**src/rtl/axis_insert_arbiter.sv**
```systemverilog
// Round-robin arbiter that lets NUM_SRC header+payload streams take turns
// on one shared insert-header engine, one whole packet per grant.
module axis_insert_arbiter #(
  parameter int DATA_WD      = 32,
  parameter int DATA_BYTE_WD = DATA_WD / 8,
  parameter int NUM_SRC      = 4
) (
  input  logic                            clk,
  input  logic                            rst,

  input  logic [NUM_SRC-1:0]              s_hdr_tvalid,
  output logic [NUM_SRC-1:0]              s_hdr_tready,
  input  logic [NUM_SRC*DATA_WD-1:0]      s_hdr_tdata,
  input  logic [NUM_SRC*DATA_BYTE_WD-1:0] s_hdr_tkeep,

  input  logic [NUM_SRC-1:0]              s_pay_tvalid,
  output logic [NUM_SRC-1:0]              s_pay_tready,
  input  logic [NUM_SRC*DATA_WD-1:0]      s_pay_tdata,
  input  logic [NUM_SRC*DATA_BYTE_WD-1:0] s_pay_tkeep,
  input  logic [NUM_SRC-1:0]              s_pay_tlast,

  output logic                            m_hdr_tvalid,
  input  logic                            m_hdr_tready,
  output logic [DATA_WD-1:0]              m_hdr_tdata,
  output logic [DATA_BYTE_WD-1:0]         m_hdr_tkeep,

  output logic                            m_pay_tvalid,
  input  logic                            m_pay_tready,
  output logic [DATA_WD-1:0]              m_pay_tdata,
  output logic [DATA_BYTE_WD-1:0]         m_pay_tkeep,
  output logic                            m_pay_tlast,

  output logic [3:0]                      grant_idx,
  output logic                            busy,
  output logic [15:0]                     pkt_cnt
);

  localparam int MAX_SRC = 16;

  localparam logic [1:0] ST_IDLE = 2'd0;
  localparam logic [1:0] ST_HEAD = 2'd1;
  localparam logic [1:0] ST_BODY = 2'd2;

  logic [1:0]  state_q, state_d;
  logic [3:0]  grant_q, grant_d;
  logic [3:0]  rr_ptr_q, rr_ptr_d;
  logic [15:0] pkt_cnt_q, pkt_cnt_d;

  // Sources are padded out to 16 so the 4-bit grant can index them directly.
  logic [MAX_SRC-1:0]      hdr_valid_pad;
  logic [MAX_SRC-1:0]      pay_valid_pad;
  logic [MAX_SRC-1:0]      pay_last_pad;
  logic [DATA_WD-1:0]      hdr_data_arr [MAX_SRC];
  logic [DATA_BYTE_WD-1:0] hdr_keep_arr [MAX_SRC];
  logic [DATA_WD-1:0]      pay_data_arr [MAX_SRC];
  logic [DATA_BYTE_WD-1:0] pay_keep_arr [MAX_SRC];

  generate
    for (genvar gi = 0; gi < MAX_SRC; gi++) begin : g_pad
      if (gi < NUM_SRC) begin : g_src
        assign hdr_valid_pad[gi] = s_hdr_tvalid[gi];
        assign pay_valid_pad[gi] = s_pay_tvalid[gi];
        assign pay_last_pad[gi]  = s_pay_tlast[gi];
        assign hdr_data_arr[gi]  = s_hdr_tdata[gi*DATA_WD +: DATA_WD];
        assign hdr_keep_arr[gi]  = s_hdr_tkeep[gi*DATA_BYTE_WD +: DATA_BYTE_WD];
        assign pay_data_arr[gi]  = s_pay_tdata[gi*DATA_WD +: DATA_WD];
        assign pay_keep_arr[gi]  = s_pay_tkeep[gi*DATA_BYTE_WD +: DATA_BYTE_WD];
      end else begin : g_none
        assign hdr_valid_pad[gi] = 1'b0;
        assign pay_valid_pad[gi] = 1'b0;
        assign pay_last_pad[gi]  = 1'b0;
        assign hdr_data_arr[gi]  = '0;
        assign hdr_keep_arr[gi]  = '0;
        assign pay_data_arr[gi]  = '0;
        assign pay_keep_arr[gi]  = '0;
      end
    end
  endgenerate

  // Candidate k is the source visited k-th when searching from rr_ptr.
  logic [4:0] cand_sum [NUM_SRC];
  logic [3:0] cand_idx [NUM_SRC];

  generate
    for (genvar gi = 0; gi < NUM_SRC; gi++) begin : g_cand
      assign cand_sum[gi] = {1'b0, rr_ptr_q} + 5'(gi);
      assign cand_idx[gi] = (cand_sum[gi] >= 5'(NUM_SRC)) ?
                            4'(cand_sum[gi] - 5'(NUM_SRC)) : cand_sum[gi][3:0];
    end
  endgenerate

  logic       pick_found;
  logic [3:0] pick_idx;

  always_comb begin
    pick_found = 1'b0;
    pick_idx   = rr_ptr_q;
    // Walk backwards so the nearest requester to rr_ptr wins.
    for (int k = NUM_SRC - 1; k >= 0; k--) begin
      if (hdr_valid_pad[cand_idx[k]]) begin
        pick_found = 1'b1;
        pick_idx   = cand_idx[k];
      end
    end
  end

  logic in_head;
  logic in_body;

  assign in_head = !rst && (state_q == ST_HEAD);
  assign in_body = !rst && (state_q == ST_BODY);

  assign m_hdr_tvalid = in_head && hdr_valid_pad[grant_q];
  assign m_hdr_tdata  = m_hdr_tvalid ? hdr_data_arr[grant_q] : '0;
  assign m_hdr_tkeep  = m_hdr_tvalid ? hdr_keep_arr[grant_q] : '0;

  assign m_pay_tvalid = in_body && pay_valid_pad[grant_q];
  assign m_pay_tdata  = m_pay_tvalid ? pay_data_arr[grant_q] : '0;
  assign m_pay_tkeep  = m_pay_tvalid ? pay_keep_arr[grant_q] : '0;
  assign m_pay_tlast  = m_pay_tvalid && pay_last_pad[grant_q];

  generate
    for (genvar gi = 0; gi < NUM_SRC; gi++) begin : g_ready
      assign s_hdr_tready[gi] = in_head && m_hdr_tready && (grant_q == 4'(gi));
      assign s_pay_tready[gi] = in_body && m_pay_tready && (grant_q == 4'(gi));
    end
  endgenerate

  assign grant_idx = grant_q;
  assign busy      = !rst && (state_q != ST_IDLE);
  assign pkt_cnt   = pkt_cnt_q;

  always_comb begin
    state_d   = state_q;
    grant_d   = grant_q;
    rr_ptr_d  = rr_ptr_q;
    pkt_cnt_d = pkt_cnt_q;
    case (state_q)
      ST_IDLE: begin
        if (pick_found) begin
          grant_d = pick_idx;
          state_d = ST_HEAD;
        end
      end
      ST_HEAD: begin
        if (m_hdr_tvalid && m_hdr_tready) begin
          state_d = ST_BODY;
        end
      end
      ST_BODY: begin
        if (m_pay_tvalid && m_pay_tready && m_pay_tlast) begin
          state_d   = ST_IDLE;
          rr_ptr_d  = (grant_q == 4'(NUM_SRC - 1)) ? 4'd0 : grant_q + 4'd1;
          pkt_cnt_d = pkt_cnt_q + 16'd1;
        end
      end
      default: state_d = ST_IDLE;
    endcase
  end

  always_ff @(posedge clk) begin
    if (rst) begin
      state_q   <= ST_IDLE;
      grant_q   <= 4'd0;
      rr_ptr_q  <= 4'd0;
      pkt_cnt_q <= 16'd0;
    end else begin
      state_q   <= state_d;
      grant_q   <= grant_d;
      rr_ptr_q  <= rr_ptr_d;
      pkt_cnt_q <= pkt_cnt_d;
    end
  end

endmodule
```
**config.mk**
```make
export PLATFORM = sky130hd
export DESIGN_NAME = axis_insert_arbiter
export DESIGN_NICKNAME = d
export VERILOG_FILES = /design/src/rtl/axis_insert_arbiter.sv
export SDC_FILE = /design/constraint.sdc
export NUM_CORES = 1
export LEC_CHECK = 0
export BUFFER_PORTS_ARGS = -buffer_cell sky130_fd_sc_hd__clkbuf_2
export CAP_MARGIN = 10
export CORE_AREA = 2 2 161 163
export CTS_BUF_LIST = sky130_fd_sc_hd__clkbuf_2 sky130_fd_sc_hd__clkbuf_4 sky130_fd_sc_hd__clkbuf_8
export DETAILED_ROUTE_END_ITERATION = 10
export DIE_AREA = 0 0 163 165
export SKIP_LAST_GASP = 1
export SYNTH_ARGS = -nofsm -noshare
export SYNTH_HDL_FRONTEND = slang
export SYNTH_SLANG_ARGS = --single-unit
export TNS_END_PERCENT = 20
```
**constraint.sdc**
```tcl
create_clock -name clk -period 3.4 [get_ports clk]
set_input_delay 0.51 -clock clk [delete_from_list [all_inputs] [get_ports clk]]
set_output_delay 0.51 -clock clk [all_outputs]
set_load 0.01 [all_outputs]
```
After elaboration in Yosys (flattened, before gate mapping)

Cells that the tools add are included.
Widths: inputs -> output; s select.

Reduce and logical (&&, ||, !) cells: 26
Bitwise logic cells: 1
Magnitude comparators: 10
Muxes and demuxes: 47
Add/subtract/negate cells: 9
Equal/unequal tests: 8

Operators with widths:

| operator              | number |
|---|---|
| $bmux 32 s4           | 2 |
| $mux 32               | 6 |
| $mux 4                | 15 |
| $bmux 4 s4            | 2 |
| $bmux 1 s4            | 7 |
| $lt 4x5->1 const B    | 5 |
| $logic_and 1x1->1     | 19 |
| $add 16x1->16 const B | 1 |
| $sub 4x3->4 const B   | 4 |
| $ge 5x3->1 const B    | 3 |
| $mux 1                | 11 |
| $add 4x2->5 const B   | 2 |
| $eq 4x2->1 const B    | 2 |
| $mux 2                | 3 |
| $pmux 2 s3            | 1 |
| $add 4x1->5 const B   | 1 |
| $ge 5x5->1 const B    | 1 |
| $not 4->5             | 1 |
| $add 4x1->4 const B   | 1 |
| $eq 4x1->1 const B    | 1 |
| $ge 4x3->1 const B    | 1 |
| $logic_not 4->1       | 1 |
| $ne 2x1->1 const B    | 2 |
| $reduce_and 2->1      | 2 |
| 7 further kinds       | 7 |

Output and inout port bits: 104
Flip-flop bits (word level): 26
Logic and storage cells: 105
Input bits: 304

Logic depth before layout (Yosys ltp)

Gate-level depths: netlist (run 1).

Word-level depth: 11
Mapped depth: 11
Depth with buffers taken out: 11

Least setup slack after synthesis (run 1)

No wires, ideal clock.

Path kind: register to register
From: register rr_ptr_q[1]
To: register grant_q[1], in the netlist grant_idx[1]
Path slack: 0.643 ns
Library setup time: 0.074 ns
Period minus slack after synthesis: 2.757 ns
Path buffers: 0
Data required time: 3.326 ns
Data arrival time: 2.682 ns
Cell stages (with the launch flop): 12
Cells stage by stage: dfxtp_1 > inv_1 > ha_1 > a21oi_1 > xnor2_2 > ha_1 > o21ai_0 > a31oi_1 > nor3b_1 > nor4_2 > or4_1 > a31oi_1

Longest elaborated chain between the ends: 10
Elaborated cells on any way between the ends: 32
Those cells by class: 7 x add/sub; 4 x order compare; 20 x mux; 1 x reduce/logical

RTL lines:

| item                                      | RTL line | text |
|---|---|---|
| from (decl)                               | 46       | `logic [3:0] rr_ptr_q, rr_ptr_d;` |
| from (signal assigned)                    | 170      | `rr_ptr_q <= rr_ptr_d;` |
| $add 4x2->5                               | 86       | `assign cand_sum[gi] = {1'b0, rr_ptr_q} + 5'(gi);` |
| $sub 4x3->4 or $ge 5x3->1 (tied branches) | 88, 87   |  |
| $mux 4                                    | 87       | `assign cand_idx[gi] = (cand_sum[gi] >= 5'(NUM_SRC)) ?` |
| $bmux 1 s4                                | 100      | `if (hdr_valid_pad[cand_idx[k]]) begin` |
| $mux 1 (not written as such)              | 100      |  |
| $mux 1 (4 in a row)                       | 100      |  |
| $reduce_and 2->1 (no line)                | --       |  |
| to (signal assigned)                      | 169      | `grant_q <= grant_d;` |
| to (decl)                                 | 45       | `logic [3:0] grant_q, grant_d;` |

Several ways; a longest one is shown, not always the timed one. The select of a mux whose other input is x is not followed.
A chain may end at the register's enable or synchronous reset.

Final worst setup path (run 1)

From: register rr_ptr_q[2]
To: register grant_q[1], in the netlist grant_idx[1]

The elaborated chain is that of the path after synthesis.

==> results of run 1 <==
[kinds of logic (layout without fill, tap and decap cells)]
group,count (synthesis),count (layout),share of synthesized area [%]
fa+ha+maj,17,17,5.19
xor+xnor,14,14,3.17
mux,83,83,44.1
compound gates,39,39,6.41
buf+inv,48,444,4.67
simple gates,164,164,23.8
other cells,0,11,0
flops,26,26,12.7
[cell usage after synthesis, types with 2 or more instances]
master / instances / area, um^2
buf_1: 3 / 11.3
a211o_1: 2 / 17.5
o21a_1: 3 / 22.5
a21oi_1: 10 / 50.1
or3_1: 6 / 37.5
nand3_1: 7 / 35.0
or4_1: 2 / 15.0
inv_1: 16 / 60.1
nor3_1: 2 / 10.0
nor3b_1: 6 / 45.0
mux4_2: 78 / 1760
nand2_1: 10 / 37.5
a2111oi_1: 2 / 20.0
nand4_1: 4 / 25.0
mux2i_1: 4 / 40.0
nor2b_1: 74 / 463
nor2_1: 25 / 93.8
o21ai_0: 9 / 45.0
xnor2_1: 6 / 52.6
a31oi_1: 5 / 31.3
buf_2: 6 / 30.0
ha_1: 17 / 213
dfxtp_1: 26 / 521
clkbuf_1: 21 / 78.8
nand2b_1: 4 / 25.0
and4_1: 2 / 17.5
and3_1: 14 / 87.6
xor2_1: 7 / 61.3
[layout make-up]
type | instances | area, um^2
Timing Repair Buffer | 423 | 2170
Clock inverter | 1 | 30.0
Sequential cell | 26 | 528
Clock buffer | 3 | 41.3
Inverter | 17 | 63.8
Antenna cell | 11 | 27.5
Multi-Input combinational cell | 317 | 3390
Tap cell | 330 | 413
Fill cell | 2747 | 18400
[power by group through the flow]
stage	sequential, uW	combinational (uW)	clock, uW
floorplan	318	341	0
global placement	337	608	0
detailed placement	337	616	0
CTS	330	619	268
global route	333	655	283
finish	329	610	262
[sequential cells by signal (all words and copies together) (netlist names)]
name,cells
rr_ptr_q,4
state_q,2
grant_idx,4
pkt_cnt,16
[final timing paths]
| check | startpoint | slack, ns | end | cells past startpoint |
|---|---|---|---|---|
| max | rr_ptr_q[2] | 0.35 | grant_idx[1] | 10 |
| min | grant_idx[3] | 0.50 | grant_idx[3] | 1 |
| max reg2reg | rr_ptr_q[2] | 0.35 | grant_idx[1] | 10 |
| min reg2reg | grant_idx[3] | 0.50 | grant_idx[3] | 1 |
[through the flow]
step | total power (uW) | std cells | instance area (um^2) | utilization, %
floorplan | 660 | 391 | 4100 | -
global placement | 945 | 1113 | 6570 | 26.2
detailed placement | 953 | 1113 | 6570 | 26.2
CTS | 1220 | 1117 | 6640 | 26.5
global route | 1270 | 1122 | 6650 | 26.6
finish | 1200 | 1128 | 6670 | 26.6
[worst reg2reg max path, stage by stage, from the launching register on]
cell	delay (ns)
dfxtp_1	0.58
ha_1	0.30
and3b_1	0.23
nor2_1	0.06
ha_1	0.20
a2111oi_1	0.42
o32ai_1	0.23
nor2b_2	0.21
nor4_2	0.09
or4_1	0.53
a31oi_1	0.13
[per-layer routing]
layer  GRT usage (%)  wire length [um]  share of wire [%]  vias up
met5               0               122               0.51        -
met4            2.94               428                1.8       20
met3            8.66              3250                 14       44
met2            25.4             11100                 46      275
met1            19.4              9030                 38     2416
li1                -                 -                  -     2304
==> run_results.csv, run 1 <==
group,metric,value,unit
floorplan,rows,58,
clocking,cts_root_buffer,"clkbuf_8",
setup_path,required,3.60,ns
place,gp_congestion,0.827,
clocking,numCtsBuffers,3,
flow_run,cap_violations,0,
pwr,power_frac_comb,50.8,%
floorplan,io_pins,408,
grt,grt_overflow,0,
clocking,clk_latency,0.28,ns
synthesis,synth_flop_cell,"dfxtp_1",
sta,max_freq,328,MHz
clocking,cts_num_sinks,26,
setup_path,cp_common_cell,"ha_1",
synthesis,async_flop_share,0,%
pwr,powerDensity,180,nW/um^2
setup_path,cp_num_buf_inv,0,
synthesis,synthCells,391,
clocking,cts_resized,0,
setup_path,path_cells,"ha_1 > and3b_1 > nor2_1 > ha_1 > a2111oi_1 > o32ai_1 > nor2b_2 > nor4_2 > or4_1 > a31oi_1",
status,status,"complete, no violations",
routing,drc,0,
synthesis,yosysSeqAreaShare,12.7,%
final_layout,layout.nets,1109,
synthesis,synth_area,4100,um^2
sta,slew_violations,0,
routing,ant_nets,0,
sta,slew_headroom,59.0,%
synthesis,syn_nets,712,
place,post-dp-hpwl,21600,um
final_layout,layout.cells.most_common,"clkbuf_2",
clocking,h-tree-depth,1,
synthesis,avgSynthCellArea,10.5,um^2
grt,grt_pass1_wl,30700,um
pwr,vdd_drop_max,0.146,mV
place,pre_cts_slack,0.416,ns
clocking,post_cts_buffers,0,
place,portBuffers,407,
sta,worstMarginPinSlew,0.615,ns
clocking,cts_tree,"done",
floorplan,start_util,16.4,%
grt,grt_max_degree,46,
floorplan,die_height,165,um
setup_path,crit_type,"reg -> reg",
sta,period_share,89.7,%
grt,antenna_found_initial,25,
clocking,cts_hold_buf,0,
pwr,switchingPower,358,uW
pwr,swShare,29.8,%
routing,avgRoutedWirePerCell,21.2,um
grt,grt_use_total,16.0,%
setup_path,crit_path_end_kind,"register",
routing,via_per_inst,4.48,
setup_path,worst_setup_path_start_kind,"register",
pwr,power.leakage,0.00312,uW
final_layout,areaGrowthSynthToFinish,62.6,%
routing,drt_iter0_drc,247,
routing,routed_wl,24000,um
sta,fin_hold_ws,0.501,ns
pwr,clockPowerShare,21.8,%
floorplan,core,25000,um^2
synthesis,synth-seq-cells,26,
sta,period_minus_slack,3.05,ns
setup_path,cp_slowest_stage_delay,0.58,ns
setup_path,crit_slowest_cell,"dfxtp_1",
sta,hold_violations,0,
final_layout,layout_common_cells,"clkbuf_2, mux4_2, nor2b_1, nor2_1, dfxtp_1",
sta,tns,0,ns
sta,finalSetupViolations,0,
clocking,path_clk_slew,0.09,ns
setup_path,cp.arrival,3.24,ns
routing,num_vias,5059,
min_path,hold_path.class,"reg -> reg",
synthesis,synth_enable_flop_cells,0,
final_layout,drive_above_1_share,65.8,%
setup_path,cp_top_family,"simple AND/OR/NAND/NOR gates",
clocking,clockBufferDepth,2,
sta,rsz0062_at_grt,"no",
grt,first_global_vias,4721,
setup_path,cp_max_fo,11,
routing,dr.pass1.iters,4,
synthesis,yosysWarningCount,0,
floorplan,die_area,26900,um^2
pwr,power_frac_seq,27.4,%
sta,fin_ws,0.351,ns
floorplan,die_w,163,um
synthesis,ys_types,48,
sta,fin_worst_skew,0.0125,ns
pwr,power.internal,843,uW
(Power assumes the default switching activity.)
==> inputs of run 2 (changes only) <==
--- a/config.mk
+++ b/config.mk
@@ -5,12 +5,14 @@
 export SDC_FILE = /design/constraint.sdc
 export NUM_CORES = 1
 export LEC_CHECK = 0
+export ABC_CLOCK_PERIOD_IN_PS = 3400
 export BUFFER_PORTS_ARGS = -buffer_cell sky130_fd_sc_hd__clkbuf_2
 export CAP_MARGIN = 10
 export CORE_AREA = 2 2 161 163
 export CTS_BUF_LIST = sky130_fd_sc_hd__clkbuf_2 sky130_fd_sc_hd__clkbuf_4 sky130_fd_sc_hd__clkbuf_8
 export DETAILED_ROUTE_END_ITERATION = 10
 export DIE_AREA = 0 0 163 165
+export GPL_TIMING_DRIVEN = 0
 export SKIP_LAST_GASP = 1
 export SYNTH_ARGS = -nofsm -noshare
 export SYNTH_HDL_FRONTEND = slang
==> run_results.csv, run 2 (synthesis results as in run 1) <==
group,metric,value,unit
status,status,"complete, no violations",
final_layout,layout_common_cells,"clkbuf_2, mux4_2, nor2b_1, nor2_1, dfxtp_1",
pwr,vdd_drop_max,0.150,mV
final_layout,finalCoreUtilization,26.7,%
clocking,clockBufferDepth,2,
setup_path,cp_max_fo,10,
floorplan,die_height,165,um
setup_path,crit_path_end_kind,"primary output",
sta,fin_worst_skew,0.00698,ns
clocking,h-tree-depth,1,
pwr,switchingPower,374,uW
setup_path,crit_type,"reg -> out",
min_path,hold_start,"grant_idx[2]",
final_layout,fin_cells,1143,
sta,tns,0,ns
clocking,cts_hold_buf,0,
routing,drt_iter0_drc,263,
pwr,power_frac_comb,52.9,%
pwr,clockPowerShare,21.5,%
grt,grt_use_met2,27.3,%
final_layout,layout.cells.most_common,"clkbuf_2",
final_layout,areaGrowthSynthToFinish,63.1,%
routing,num_vias,5137,
setup_path,r2r_start,"rr_ptr_q[0]",
sta,max_freq,312,MHz
pwr,power.internal,845,uW
routing,ant_nets,0,
floorplan,die_w,163,um
grt,first_global_vias,4986,
clocking,path_clk_slew,0.09,ns
sta,slew_violations,0,
flow_run,cap_violations,0,
place,post-dp-hpwl,23200,um
sta,finalSetupViolations,0,
pwr,swShare,30.7,%
setup_path,worst_setup_path_start_kind,"register",
clocking,cts_root_buffer,"clkbuf_8",
clocking,clk_latency,0.28,ns
sta,fin_hold_ws,0.499,ns
floorplan,rows,58,
pwr,power.leakage,0.00314,uW
grt,grt_overflow,0,
place,portBuffers,407,
place,dpl.cell_count,1129,
sta,period_minus_slack,3.21,ns
setup_path,cp.arrival,2.70,ns
routing,via_per_inst,4.49,
routing,dr.pass1.iters,4,
setup_path,critPathLaunch,"grant_idx[0]",
grt,grt_max_degree,16,
routing,avgRoutedWirePerCell,22.6,um
routing,drc,0,
routing,routed_wl,25800,um
clocking,cts_num_sinks,26,
grt,grt.busiest_layer,"met2",
min_path,hold_path.class,"reg -> reg",
grt,grtUsageMet3,7.86,%
grt,use_met1,22.7,%
sta,period_share,94.3,%
pwr,power_frac_seq,25.6,%
floorplan,start_util,16.4,%
final_layout,largest_reg_flops,16,
pwr,total_power,1220,uW
sta,hold_violations,0,
floorplan,die_area,26900,um^2
sta,rsz0062_at_grt,"no",
grt,grt_pass1_wl,33800,um
sta,slew_headroom,32.6,%
final_layout,layout.nets,1128,
clocking,cts_tree,"done",
floorplan,io_pins,408,
final_layout,drive_above_1_share,64.0,%
sta,worstMarginPinSlew,1.01,ns
setup_path,required,2.89,ns
grt,antenna_found_initial,20,
pwr,powerDensity,182,nW/um^2
floorplan,core,25000,um^2
place,gp_congestion,0.817,
grt,grt_use_total,17.7,%
clocking,numCtsBuffers,3,
run 2: cell count changes in the layout (fill, tap and decap cells not counted), moves of 2 or more:
cell / before / now
clkbuf_2: 407 / 411
buf_2: 0 / 5
buf_4: 15 / 6
buf_1: 0 / 2
clkbuf_1: 0 / 17
diode_2: 11 / 7
dfxtp_4: 2 / 0
run 2: per-layer routing:
metal  wire (um)  share of wire [%]  vias to the layer above
met4         310                1.2                       16
li1            -                  -                     2342
met3        2900                 11                       32
met2       11800                 46                      282
met1       10700                 41                     2465
met5         172               0.67                        -
run 2: per-stage QoR:
stage	worst slack (ns)	cell area, um^2
finish	0.195	6690
global route	0.0125	6690
CTS	-0.0311	6680
detailed placement	-0.139	6570
global placement	-0.134	6550
floorplan	0.643	4100
run 2: cell type report:
cell class | count | area, um^2
Fill cell | 2766 | 18300
Multi-Input combinational cell | 317 | 3390
Timing Repair Buffer | 411 | 2070
Sequential cell | 26 | 522
Tap cell | 330 | 413
Buffer | 31 | 139
Inverter | 17 | 63.8
Clock buffer | 3 | 41.3
Clock inverter | 1 | 30.0
Antenna cell | 7 | 17.5
run 2: critical path, cell delays in order (launching register included):
cell and delay [ns]:
dfxtp_1 0.39, buf_2 0.30, buf_2 0.43, buf_4 0.34, mux4_2 0.62, nor2b_1 0.17, clkbuf_2 0.15
run 2: timing repair:
item                       in CTS  in global routing
pin swaps                       0                  0
resized for setup               6                  8
buffers inserted                3                  0
gates cloned                    0                  0
setup endpoints to repair      70                 43
run 2: path summary, 6_finish.rpt:
kind | to | slack, ns | cells after the start
hold reg to reg | grant_idx[2] | 0.50 | 1
hold / removal | grant_idx[2] | 0.50 | 1
setup reg to reg | grant_idx[1] | 0.24 | 11
setup / recovery | m_hdr_tdata[27] | 0.19 | 6
run 2: power by group through the flow:
stage	Combinational, uW	Clock (uW)	Sequential, uW
4_1_cts	652	267	312
2_1_floorplan	341	0	318
3_5_place_dp	644	0	319
5_1_grt	694	287	313
6_report	645	263	312
3_3_place_gp	633	0	319
==> inputs of run 3 (changes only) <==
--- a/config.mk
+++ b/config.mk
@@ -5,13 +5,13 @@
 export SDC_FILE = /design/constraint.sdc
 export NUM_CORES = 1
 export LEC_CHECK = 0
-export ABC_CLOCK_PERIOD_IN_PS = 3400
+export ABC_CLOCK_PERIOD_IN_PS = 2650
 export BUFFER_PORTS_ARGS = -buffer_cell sky130_fd_sc_hd__clkbuf_2
 export CAP_MARGIN = 10
-export CORE_AREA = 2 2 161 163
+export CORE_AREA = 3 3 157 159
 export CTS_BUF_LIST = sky130_fd_sc_hd__clkbuf_2 sky130_fd_sc_hd__clkbuf_4 sky130_fd_sc_hd__clkbuf_8
 export DETAILED_ROUTE_END_ITERATION = 10
-export DIE_AREA = 0 0 163 165
+export DIE_AREA = 0 0 160 162
 export GPL_TIMING_DRIVEN = 0
 export SKIP_LAST_GASP = 1
 export SYNTH_ARGS = -nofsm -noshare
==> constraint.sdc (replaced) <==
create_clock -name clk -period 2.65 [get_ports clk]
set_input_delay 0.3975 -clock clk [delete_from_list [all_inputs] [get_ports clk]]
set_output_delay 0.3975 -clock clk [all_outputs]
set_load 0.01 [all_outputs]
==> run_results.csv, run 3 (synthesis results as in run 1) <==
group,metric,value,unit
clocking,cts_num_sinks,26,
floorplan,core,23400,um^2
sta,fin_ws,-0.0816,ns
pwr,swShare,30.5,%
pwr,total_power,1580,uW
setup_path,cp_slowest_stage_delay,0.43,ns
pwr,power_frac_comb,53.6,%
floorplan,start_util,17.5,%
final_layout,drive_above_1_share,69.7,%
routing,ant_nets,0,
grt,first_global_vias,4959,
setup_path,path_cells,"clkinv_4 > buf_4 > ha_4 > xnor2_2 > ha_4 > o21ai_2 > a31oi_2 > nor3b_2 > nor4_4 > buf_4 > nor3_4 > o221a_1",
routing,num_vias,5311,
grt,grtUsageMet3,12.7,%
floorplan,die_height,162,um
pwr,power.leakage,0.00334,uW
setup_path,required,2.82,ns
place,post-dp-hpwl,24100,um
sta,fin_worst_skew,0.0107,ns
grt,grt_max_degree,16,
clocking,path_clk_slew,0.09,ns
clocking,clockBufferDepth,2,
sta,rsz0062_at_grt,"yes",
setup_path,cp.arrival,2.90,ns
final_layout,layout_common_cells,"clkbuf_2, mux4_2, nor2b_1, nor2_1, buf_4",
status,status,"complete, but fails checks",
clocking,h-tree-depth,1,
setup_path,cp_num_buf_inv,3,
setup_path,worst_setup_path_start_kind,"register",
grt,grt_overflow,0,
setup_path,crit_slowest_cell,"dfxtp_4",
clocking,cts_tree,"done",
setup_path,cp_max_fo,6,
sta,slew_headroom,61.3,%
pwr,vdd_drop_max,0.173,mV
final_layout,layout.nets,1146,
flow_run,cap_violations,0,
routing,drt_iter0_drc,293,
status,violations,"negative setup slack",
clocking,numCtsBuffers,3,
setup_path,crit_path_end_kind,"register",
routing,routed_wl,27500,um
setup_path,cp_top_family,"compound AO/OA/AOI/OAI gates",
sta,worstMarginPinSlew,0.580,ns
grt,grt_pass1_wl,35700,um
grt,antenna_found_initial,33,
sta,slew_violations,0,
grt,grt_use_met2,27.9,%
routing,via_per_inst,4.59,
grt,grt.busiest_layer,"met2",
grt,grt_use_total,19.2,%
grt,use_met1,24.7,%
floorplan,die_w,160,um
pwr,powerDensity,221,nW/um^2
final_layout,largest_reg_flops,16,
sta,period_minus_slack,2.73,ns
setup_path,r2r_slack,-0.08,ns
min_path,hold_path.class,"in -> reg",
pwr,power.internal,1100,uW
sta,max_freq,366,MHz
floorplan,die_area,25900,um^2
sta,hold_violations,0,
pwr,power_frac_seq,25.2,%
sta,period_share,103,%
sta,finalSetupViolations,2,
final_layout,areaGrowthSynthToFinish,74.6,%
clocking,cts_hold_buf,0,
place,portBuffers,407,
place,gp_congestion,0.839,
pwr,clockPowerShare,21.2,%
floorplan,rows,56,
routing,drc,0,
setup_path,crit_type,"reg -> reg",
clocking,cts_root_buffer,"clkbuf_8",
clocking,clk_latency,0.28,ns
routing,dr.pass1.iters,4,
final_layout,layout.cells.most_common,"clkbuf_2",
routing,avgRoutedWirePerCell,23.8,um
floorplan,io_pins,408,
sta,tns,-0.141,ns
pwr,switchingPower,482,uW
## run 3: cell count changes in the layout (fill, tap and decap cells not counted), moves of 3 or more
cell	before	now
buf_4	6	22
buf_6	0	4
clkbuf_1	17	7
clkbuf_2	411	415
clkbuf_4	0	4
dfxtp_1	25	21
dfxtp_4	0	3
diode_2	7	13
ha_1	17	11
ha_4	0	5
## run 3: metal layers
layer	share of wire (%)	wire length (um)
met2	42	11700
met3	16	4440
met5	0.67	183
met4	0.93	257
met1	40	10900
## run 3: path summary, 6_finish.rpt
check / from / to / depth (start not counted)
max: rr_ptr_q[1] / grant_idx[0] / 12
max reg2reg: rr_ptr_q[1] / grant_idx[0] / 12
min: m_hdr_tready / state_q[1] / 3
min reg2reg: grant_idx[3] / grant_idx[3] / 1
## run 3: repair_timing
| action | in CTS | in global routing |
|---|---|---|
| gates resized for setup | 42 | 61 |
| endpoints found under the setup margin | 88 | 71 |
| pin swaps | 1 | 15 |
| buffers inserted | 5 | 17 |
## run 3: tightest hold or removal path, cell delays in order
cell,delay (ns)
clkbuf_2,0.09
nand2_1,0.07
a21oi_1,0.06
## run 3: final cells by class
cell class,instances,area (um^2)
Antenna cell,13,32.5
Buffer,31,231
Clock buffer,3,41.3
Clock inverter,1,30.0
Fill cell,2524,16200
Inverter,17,72.6
Multi-Input combinational cell,317,3620
Sequential cell,26,534
Tap cell,319,399
Timing Repair Buffer,429,2200
## run 3: through the flow
step / std cells / setup slack, ns / hold WS [ns] / cell area (um^2) / utilization (%)
6_report: 1156 / -0.0816 / 0.393 / 7160 / 30.6
5_1_grt: 1147 / -0.209 / 0.386 / 7140 / 30.5
4_1_cts: 1126 / -0.240 / 0.383 / 6770 / 28.9
3_5_place_dp: 1117 / -1.05 / 0.493 / 6550 / 28.0
3_3_place_gp: 1117 / -0.915 / 0.484 / 6550 / 28.0
2_1_floorplan: 391 / 0.0266 / 0.510 / 4120 / -
## run 3: power by group through the flow
stage	Clock, uW	Combinational (uW)	Sequential, uW
2_1_floorplan	0	438	409
3_3_place_gp	0	812	410
5_1_grt	362	914	400
6_report	336	849	399
3_5_place_dp	0	824	410
4_1_cts	349	854	400
